## src/rtl/byte_serial_adder.sv

```systemverilog
// byte_serial_adder
//   Multi-cycle WIDTH-bit add/subtract engine. One 8-bit carry-lookahead
//   slice is reused across the operand, least-significant byte first, one
//   byte per clock. The carry between bytes is held in a register.
//
// Ports
//   clock    : rising-edge clock
//   reset    : asynchronous, active-high reset
//   start    : operation request, sampled only while idle
//   sub      : 0 = opA + opB, 1 = opA - opB (sampled with start)
//   opA, opB : WIDTH-bit operands (sampled with start)
//   busy     : high from the accepting edge until the return to idle
//   done     : one-cycle pulse; result/cout/overflow are complete
//   result   : sum/difference, held until the next accepted start
//   cout     : carry out of bit WIDTH-1 (for sub, 1 means no borrow)
//   overflow : signed overflow of the operation
module byte_serial_adder #(
   parameter int unsigned WIDTH = 32
) (
   input  logic             clock,
   input  logic             reset,
   input  logic             start,
   input  logic             sub,
   input  logic [WIDTH-1:0] opA,
   input  logic [WIDTH-1:0] opB,
   output logic             busy,
   output logic             done,
   output logic [WIDTH-1:0] result,
   output logic             cout,
   output logic             overflow
);

   localparam int unsigned NSLICE = WIDTH / 8;
   localparam int unsigned IDXW   = (NSLICE > 1) ? $clog2(NSLICE) : 1;
   localparam logic [IDXW-1:0] LAST_IDX = IDXW'(NSLICE - 1);

   typedef enum logic [1:0] {
      IDLE = 2'd0,
      RUN  = 2'd1,
      DONE = 2'd2
   } state_t;

   state_t           state_q;
   state_t           state_d;

   logic [WIDTH-1:0] a_q;
   logic [WIDTH-1:0] b_q;
   logic             carry_q;
   logic [IDXW-1:0]  idx_q;
   logic [WIDTH-1:0] result_q;
   logic             cout_q;
   logic             overflow_q;

   logic             accept;
   logic             last;
   logic [IDXW+2:0]  bit_ofs;
   logic [7:0]       a_byte;
   logic [7:0]       b_byte;
   logic [7:0]       p;
   logic [7:0]       g;
   logic [8:0]       c;
   logic [7:0]       sum_byte;

   assign accept  = (state_q == IDLE) && start;
   assign last    = (idx_q == LAST_IDX);
   assign bit_ofs = {idx_q, 3'b000};

   // ---------------------------------------------------------------
   // Shared 8-bit carry-lookahead slice
   // ---------------------------------------------------------------
   always_comb begin
      a_byte   = a_q[bit_ofs +: 8];
      b_byte   = b_q[bit_ofs +: 8];
      p        = a_byte | b_byte;
      g        = a_byte & b_byte;
      c        = '0;
      c[0]     = carry_q;
      for (int unsigned i = 0; i < 8; i++) begin
         c[i+1] = g[i] | (p[i] & c[i]);
      end
      sum_byte = a_byte ^ b_byte ^ c[7:0];
   end

   // ---------------------------------------------------------------
   // Control FSM
   // ---------------------------------------------------------------
   always_ff @(posedge clock or posedge reset) begin
      if (reset) begin
         state_q <= IDLE;
      end else begin
         state_q <= state_d;
      end
   end

   always_comb begin
      state_d = state_q;
      case (state_q)
         IDLE:    if (start) state_d = RUN;
         RUN:     if (last)  state_d = DONE;
         DONE:    state_d = IDLE;
         default: state_d = IDLE;
      endcase
   end

   // ---------------------------------------------------------------
   // Datapath registers
   // ---------------------------------------------------------------
   always_ff @(posedge clock or posedge reset) begin
      if (reset) begin
         a_q        <= '0;
         b_q        <= '0;
         carry_q    <= 1'b0;
         idx_q      <= '0;
         result_q   <= '0;
         cout_q     <= 1'b0;
         overflow_q <= 1'b0;
      end else if (accept) begin
         // Subtraction is A + ~B + 1: invert B here, inject the +1 as carry-in.
         a_q        <= opA;
         b_q        <= sub ? ~opB : opB;
         carry_q    <= sub;
         idx_q      <= '0;
         result_q   <= '0;
         cout_q     <= 1'b0;
         overflow_q <= 1'b0;
      end else if (state_q == RUN) begin
         result_q[bit_ofs +: 8] <= sum_byte;
         carry_q                <= c[8];
         if (last) begin
            cout_q     <= c[8];
            overflow_q <= c[7] ^ c[8];
         end else begin
            // Held at the last index so the counter never wraps mid-run.
            idx_q <= idx_q + 1'b1;
         end
      end
   end

   assign busy     = (state_q != IDLE);
   assign done     = (state_q == DONE);
   assign result   = result_q;
   assign cout     = cout_q;
   assign overflow = overflow_q;

endmodule
```

## config.mk

```make
export PLATFORM = sky130hd
export DESIGN_NAME = byte_serial_adder
export DESIGN_NICKNAME = d
export VERILOG_FILES = /design/src/rtl/byte_serial_adder.sv
export SDC_FILE = /design/constraint.sdc
export NUM_CORES = 1
export LEC_CHECK = 0
export ABC_AREA = 1
export BUFFER_PORTS_ARGS = -buffer_cell sky130_fd_sc_hd__buf_2
export CORE_MARGIN = 5
export CORE_UTILIZATION = 55
export DETAILED_ROUTE_END_ITERATION = 10
export HOLD_SLACK_MARGIN = 0.08
export PLACE_DENSITY_LB_ADDON = 0.12
export SYNTH_ARGS = -nofsm -noshare
export SYNTH_HDL_FRONTEND = slang
export SYNTH_SLANG_ARGS = --single-unit
```

## constraint.sdc

```tcl
create_clock -name clock -period 6.4 [get_ports clock]
set_input_delay 0.64 -clock clock [delete_from_list [all_inputs] [get_ports clock]]
set_output_delay 0.64 -clock clock [all_outputs]
set_load 0.03 [all_outputs]
```

# [Word-level counts from Yosys, hierarchy flattened]
# Index checks and enable logic that the tools add are counted.
# W data, S select, Z words.
[word_totals] reg_bits=103 inputBits=68 out_inout_bits=36 wordCells=68
[op_classes] n_addsub=2 eq_ne=6 shift=4 mux=18 bitwise_logic=22 n_reduce_logical=8
[op_table] operator="$mux W32" count=3
[op_table] operator="$shiftx A32 B6 Y8" count=2
[op_table] operator="$bwmux W32" count=1
[op_table] operator="$not A32 Y32" count=1
[op_table] operator="$shift A8 B7 Y32 const A" count=1
[op_table] operator="$shiftx A8 B7 Y32" count=1
[op_table] operator="$xor A8 B8 Y8" count=2
[op_table] operator="$mux W2" count=5
[op_table] operator="$and A1 B1 Y1" count=8
[op_table] operator="$and A8 B8 Y8" count=1
[op_table] operator="$mux W1" count=8
[op_table] operator="$or A1 B1 Y1" count=8
[op_table] operator="$or A8 B8 Y8" count=1
[op_table] operator="$neg A5 Y7" count=1
[op_table] operator="$ne A2 B2 Y1 const B" count=3
[op_table] operator="$reduce_and A2 Y1" count=3
[op_table] operator="$reduce_bool A2 Y1" count=3
[op_table] operator="$eq A2 B2 Y1 const B" count=2
[op_table] operator="$pmux W2 S2" count=1
[op_table] operator="$add A2 B1 Y2 const B" count=1
[op_table] operator="$eq A2 B1 Y1 const B" count=1
[op_table] operator="$logic_not A2 Y1" count=1
[op_table] operator="$logic_and A1 B1 Y1" count=1
[op_table] operator="$xor A1 B1 Y1" count=1

# [Depth between registers and ports, before layout]
# Gate-level depths: netlist of run 1.
[logic_depth] ltp_word=22 depth_mapped=22 mapped_depth_nobuf=19

# [Worst setup path after synthesis of run 1]
# No wires, ideal clock.
[synth_path] path_type="reg2reg" from="reg idx_q[0]" to="reg result_q[23] (netlist: result[23])" setup_time_ns=0.117 t_arrival_ns=4.279 t_required_ns=6.283 setup_slack_ns=2.005 path_stages_with_launch=23 path_buffers=3 synth_period_minus_slack_ns=4.395 path_cell_list="dfrtp_1 buf_2 inv_1 buf_2 buf_2 nor2_1 o22ai_1 fa_1 inv_1 fa_1 fa_1 fa_1 inv_1 fa_1 inv_1 fa_1 fa_1 inv_1 fa_1 nand2_1 nor2_1 nor2_1 nor2_1"
[synth_via] elab_chain_len=21 word_cells_on_any_way=26 cone_classes="add/sub (1); shift (4); mux (3); bitwise (18)"
[synth_rtl] element="start, declared" line_no="49" source="logic [IDXW-1:0] idx_q;"
[synth_rtl] element="start signal, assigned" line_no="134" source="idx_q <= idx_q + 1'b1;"
[synth_rtl] element="$shiftx A32 B6 Y8 (on tied branches)" line_no="72, 73"
[synth_rtl] element="$or A8 B8 Y8" line_no="74" source="p = a_byte | b_byte;"
[synth_rtl] element="$and A1 B1 Y1" line_no="79" source="c[i+1] = g[i] | (p[i] & c[i]);"
[synth_rtl] element="$or A1 B1 Y1" line_no="79"
[synth_rtl] element="$and A1 B1 Y1" line_no="79"
[synth_rtl] element="$or A1 B1 Y1" line_no="79"
[synth_rtl] element="$and A1 B1 Y1" line_no="79"
[synth_rtl] element="$or A1 B1 Y1" line_no="79"
[synth_rtl] element="(+5 left out)"
[synth_rtl] element="$or A1 B1 Y1" line_no="79"
[synth_rtl] element="$and A1 B1 Y1" line_no="79"
[synth_rtl] element="$or A1 B1 Y1" line_no="79"
[synth_rtl] element="$xor A8 B8 Y8" line_no="81" source="sum_byte = a_byte ^ b_byte ^ c[7:0];"
[synth_rtl] element="$shiftx A8 B7 Y32" line_no="127" source="result_q[bit_ofs +: 8] <= sum_byte;"
[synth_rtl] element="$bwmux W32 *" line_no="127"
[synth_rtl] element="$mux W32 *" line_no="126" source="end else if (state_q == RUN) begin"
[synth_rtl] element="$mux W32 *" line_no="117" source="end else if (accept) begin"
[synth_rtl] element="end signal, assigned by index" line_no="127"
[synth_rtl] element="end, declared" line_no="50" source="logic [WIDTH-1:0] result_q;"
# Every way passes the cells marked *; elsewhere a longest branch is shown, timed or not. The select of a mux whose other input is x is not followed.
# A chain may end at the register's enable or synchronous reset.

# [Worst setup path in the final report of run 1]
[layout_path] from="reg idx_q[0]" to="reg result_q[7] (netlist: result[7])"
# Same word-level chain as after synthesis.

==> results of run 1 <==
area by class of cell:
| cell class | count | area, um^2 | share of cell area |
|---|---|---|---|
| tap | 111 | 139 | 0.0238 |
| inverter | 27 | 104 | 0.0178 |
| clock inverter | 4 | 32.5 | 0.00557 |
| multi-input combinational | 470 | 2290 | 0.393 |
| clock buffer | 11 | 141 | 0.0242 |
| timing repair buffer | 108 | 553 | 0.0947 |
| sequential | 103 | 2580 | 0.441 |
Yosys cell counts (all sizes together):
cell type,instances
buf,31
clkbuf,7
clkinv,1
dfrtp,103
fa,8
ha,4
inv,26
nand2,242
nand3,65
nand4,2
nor2,48
nor3,2
o21ai,60
o22ai,6
xnor2,33
worst max-delay path: cells and delay by family, from the launching register on:
family,cells,cell delay (ps)
and+or+nand+nor,5,400
adders and majority gates,8,2760
DFF,1,990
AOI/OAI and AO/OA,1,180
buffers and inverters,5,610
cells by family after synthesis:
kind of cell	synth area share
xor gates and xnor gates	0.0557
buffers and inverters	0.0622
adders and majority gates	0.0405
and+or+nand+nor	0.279
DFF	0.497
AOI/OAI and AO/OA	0.0651
metal layers:
layer | wire [um] | global-route usage
met1 | 5360 | 0.310
met2 | 5920 | 0.363
met3 | 608 | 0.0385
met4 | 296 | 0.0712
met5 | 0 | 0
report_power, final:
part	leakage, nW	switching [mW]	total [mW]	internal (mW)
registers	1.32	0.220	1.14	0.917
clock network	0.0816	0.221	0.373	0.152
logic	1.69	1.12	1.67	0.553
total	3.09	1.56	3.18	1.62
path summary, 6_finish.rpt:
path / endpoint / slack, ps
worst min-delay path: result[20] / 330
min in group clock: a_q[18] / 450
max in group asynchronous: b_q[11] / 4950
worst min register to register: result[1] / 490
worst max-delay path: result[7] / 1350
worst max register to register: result[7] / 1350
stage by stage:
stage | total power [mW] | std cells | util | hold slack (ps)
after detailed placement | 2.82 | 819 | 0.616 | 460
after CTS | 3.19 | 834 | 0.635 | 355
after global routing | 3.49 | 834 | 0.635 | 379
after global placement | 2.76 | 819 | 0.616 | 462
final | 3.18 | 834 | 0.635 | 330
after floorplan | 2.35 | 638 | - | 444
sequential cells by signal (all words and copies together), names as in the netlist:
name and flops:
b_q 32, idx_q 2, overflow 1, state_q 2
result 32, carry_q 1, cout 1, a_q 32
==> flow_summary.toml, run 1 <==
[status]
status = "finished clean"

[logic_synthesis]
synth_top_area_frac = 0.497
synth_cells = 638
syn_area_per_cell_um2 = 8.13
synth_area_um2 = 5190
synth_largest_area_cell = "dfrtp_1"
yosysSeqAreaShare = 0.497
synth.distinct_cells = 22
yosys_warnings = 0
ys_ff_latch = 103
synthTopCellsByArea = "dfrtp_1 (50%), nand2_1 (17%), nand3_1 (6.3%)"
synth_nets = 718

[clock_network]
cts_resized = 0
clk_pin_slew_ps = 100
cts_hold_buffers = 0
cts_buffers = 9
tritoncts = "yes"
clock_sinks = 103
postCtsSetupBuffers = 0
clockBufferDepth = 2
clk_latency_ps = 370
cts-root-buf = "clkbuf_8"
cts.htree.levels = 3

[worst_hold_path]
min_path_type = "in2async"

[routing]
drt-initial-drc-count = 235
postRouteAntennaNets = 0
via_count = 4369
wl_per_cell_um = 14.6
viasPerCell = 5.24
post-route-drc-count = 0
drt_first_pass_iters = 5
wl_um = 12200

[sta]
period_share = 0.789
fin_ws_ps = 1350
rsz0062_at_grt = "false"
slew-limit-headroom = 0.353
setup_tns_ps = 0
setup_viol = 0
hold_viol_final = 0
fmax_mhz = 198
skew_ps = 21.0
worst_pin_slew_ps = 971
maxSlewViolCount = 0
period_needed_ps = 5050

[floorplan]
fp.dieW_um = 107
rows = 35
dieArea_um2 = 11500
start_util = 0.564
num_io_pins = 104
die_y_um = 107
coreArea_um2 = 9200

[critical_path]
cp_cell_sequence = "buf_4 -> nor2_1 -> o22ai_1 -> fa_1 -> inv_1 -> fa_1 -> fa_1 -> fa_1 -> inv_1 -> fa_1 -> inv_1 -> fa_1 -> fa_1 -> inv_1 -> fa_1 -> nand2_1 -> nor3_1 -> nand3_1 -> nand2_1"
r2r_cells = 19
start_kind = "flop"
critPathSlowestCell = "dfrtp_1"
criticalPathCategory = "reg2reg"
crit_path_max_fanout = 32
crit_top_cell = "fa_1"
required_ps = 6660
cpPeakStageDelay_ps = 990
timing.rr.start = "idx_q[0]"
endpoint_kind = "flop"
worstPathArrival_ps = 5310
startpoint = "idx_q[0]"

[place]
place_ws_ps = 1390
dp_hpwl_um = 8850
place_area_um2 = 5670
gp_congestion = 0.867
portBuffers = 103

[power]
power_density_nw_per_um2 = 544
peakVddDrop_v = 0.000213
power_leakage_nw = 3.09

[grt]
antenna_found_initial = 0
grt_pass1_wl_um = 20700
overflow = 0
gr-usage-all-layers = 0.225
grt_max_degree = 71
grt_pass1_vias = 4310

[finish]
drive_gt1_frac = 0.177
fill_cells = 850
final_cell_mix = "nand2_1 (239), dfrtp_1 (103), buf_2 (103), nand3_1 (65), o21ai_0 (60)"
nNetsFinal = 799
postLayoutCellArea_um2 = 5840
area_delta_synth_final_pct = 12.6
diodes = 0
final_common_cell = "nand2_1"

[job]
drv_cap = 0
(Power assumes the default switching activity.)
==> run 2, diff against run 1 <==
- ABC_AREA: 1 -> 0
- CORE_UTILIZATION: 55 -> 49
- clock period: 6.4 -> 4.6 ns (I/O delays scaled with it)
==> run 2 against run 1 <==
Net effect: core utilization is 5.6 points lower; register-to-register slack worse by 1100 ps; cell count shrank 27%; die area is 3.8% higher; critical path type unchanged; synthesized cell count fell by 42%.
==> flow_summary.toml, run 2 <==
[finish]
multiInputGateArea_um2 = 2050
nNetsFinal = 552
diodes = 0
drive_gt1_frac = 0.375
area_delta_synth_final_pct = 16.4
fin_util = 0.579
regArea_um2 = 2580
final_cell_mix = "dfrtp_1 (103), buf_2 (103), nor2_1 (38), mux2_2 (34), a21oi_1 (33)"
fin_cells = 608
fill_cells = 823

[floorplan]
coreArea_um2 = 9680
die_y_um = 109
fp.dieW_um = 109
start_util = 0.497
rows = 36
dieArea_um2 = 11900
num_io_pins = 104

[logic_synthesis]
synth_flop_cell = "dfrtp_1"
synth_most_common_cell = "dfrtp_1"
yosys_warnings = 0
syn_area_per_cell_um2 = 12.9
synth_largest_area_cell = "dfrtp_1"
synth_common_cells = "dfrtp_1 (103), nor2_1 (38), mux2_2 (34)"
synth_nets = 453
synth_cells = 373
async_flop_share = 1.00
synth-edff-count = 0
synth_top_area_frac = 0.535
synthTopCellsByArea = "dfrtp_1 (54%), mux2_2 (8.0%), mux4_2 (7.5%)"
ys_ff_latch = 103
synth_area_um2 = 4810
yosysSeqAreaShare = 0.535
synth.distinct_cells = 31

[sta]
rsz0062_at_grt = "false"
skew_ps = 10.7
setup_viol = 0
slew-limit-headroom = 0.323
setup_tns_ps = 0
period_needed_ps = 4340
period_share = 0.943
fmax_mhz = 231
hold_viol_final = 0
maxSlewViolCount = 0
worst_pin_slew_ps = 1010

[job]
drv_cap = 0

[clock_network]
cts.htree.levels = 3
cts_hold_buffers = 0
cts-root-buf = "clkbuf_8"
clk_latency_ps = 350
tritoncts = "yes"
postCtsSetupBuffers = 0
cts_resized = 0
clk_pin_slew_ps = 90
cts_buffers = 9
clock_sinks = 103
clockBufferDepth = 2

[grt]
grt_pass1_vias = 3404
overflow = 0
grt_max_degree = 99
grt_pass1_wl_um = 17300
gr-usage-all-layers = 0.190
antenna_found_initial = 0

[routing]
post-route-drc-count = 0
via_count = 3175
wl_um = 10300
wl_per_cell_um = 17.0
drt_first_pass_iters = 4
viasPerCell = 5.22
drt-initial-drc-count = 107
postRouteAntennaNets = 0

[power]
p_total_mw = 4.56
power_density_nw_per_um2 = 814
peakVddDrop_v = 0.000371
power_leakage_nw = 2.60

[place]
gp_congestion = 0.790
dp_hpwl_um = 7680
portBuffers = 103
place_inst = 594

[critical_path]
startpoint = "idx_q[0]"
crit_path_max_fanout = 10
worstPathArrival_ps = 4580
criticalPathCategory = "reg2reg"
timing.rr.start = "idx_q[0]"
start_kind = "flop"
required_ps = 4850
endpoint_kind = "flop"

[status]
status = "finished clean"

[worst_hold_path]
min_path_type = "in2async"
## run 2: routing by layer
layer,vias to the layer above,wire (um),global-route usage,part of all wire
met1,1580,4630,0.258,0.45
met2,77,5060,0.306,0.49
met3,10,488,0.0456,0.047
met4,0,157,0.0559,0.015
li1,1508,-,-,-
met5,-,0,0,0
## run 2: area by class of cell
cell class	instances	area share
clock buffer	11	0.0270
clock inverter	3	0.00357
inverter	19	0.0132
timing repair buffer	110	0.101
sequential	103	0.460
tap	133	0.0297
multi-input combinational	229	0.365
## run 2: power by group
part	switching, mW	internal (mW)	leakage (nW)
registers	0.260	1.31	1.25
logic	1.40	1.08	1.26
clock network	0.296	0.220	0.0833
total	1.95	2.61	2.60
## run 2: worst paths after layout
| kind | end | slack, ps | depth (start not counted) |
|---|---|---|---|
| worst max register to register | overflow | 260 | 16 |
| worst max-delay path | overflow | 260 | 16 |
| min in group clock | a_q[14] | 330 | 2 |
| worst min register to register | result[13] | 490 | 1 |
| max in group asynchronous | overflow | 3370 | 3 |
| worst min-delay path | result[20] | 250 | 2 |
## run 2: per-stage QoR
step / cell area, um^2 / worst slack (ps) / hold slack (ps)
after floorplan: 4810 / 388 / 475
after global placement: 5430 / 439 / 465
after detailed placement: 5430 / 257 / 469
after CTS: 5600 / 245 / 273
after global routing: 5600 / 53.2 / 304
final: 5600 / 264 / 249
## run 2: logic make-up after synthesis
kind of cell / after synthesis / share of synthesized area
xor+xnor: 33 / 0.0600
buf+inv: 41 / 0.0403
fa+ha+maj: 12 / 0.0437
simple gates: 57 / 0.0548
compound gates: 76 / 0.109
flops: 103 / 0.535
mux: 51 / 0.156
## run 2: worst max-delay path: stages (launching register included)
cell	delay (ps)
dfrtp_1	500
buf_4	230
mux4_2	330
inv_1	50
fa_1	400
fa_1	390
fa_1	370
inv_1	80
fa_1	160
inv_1	50
fa_1	380
fa_1	420
inv_1	90
fa_1	240
xor2_1	180
nor2_1	60
mux2_2	300
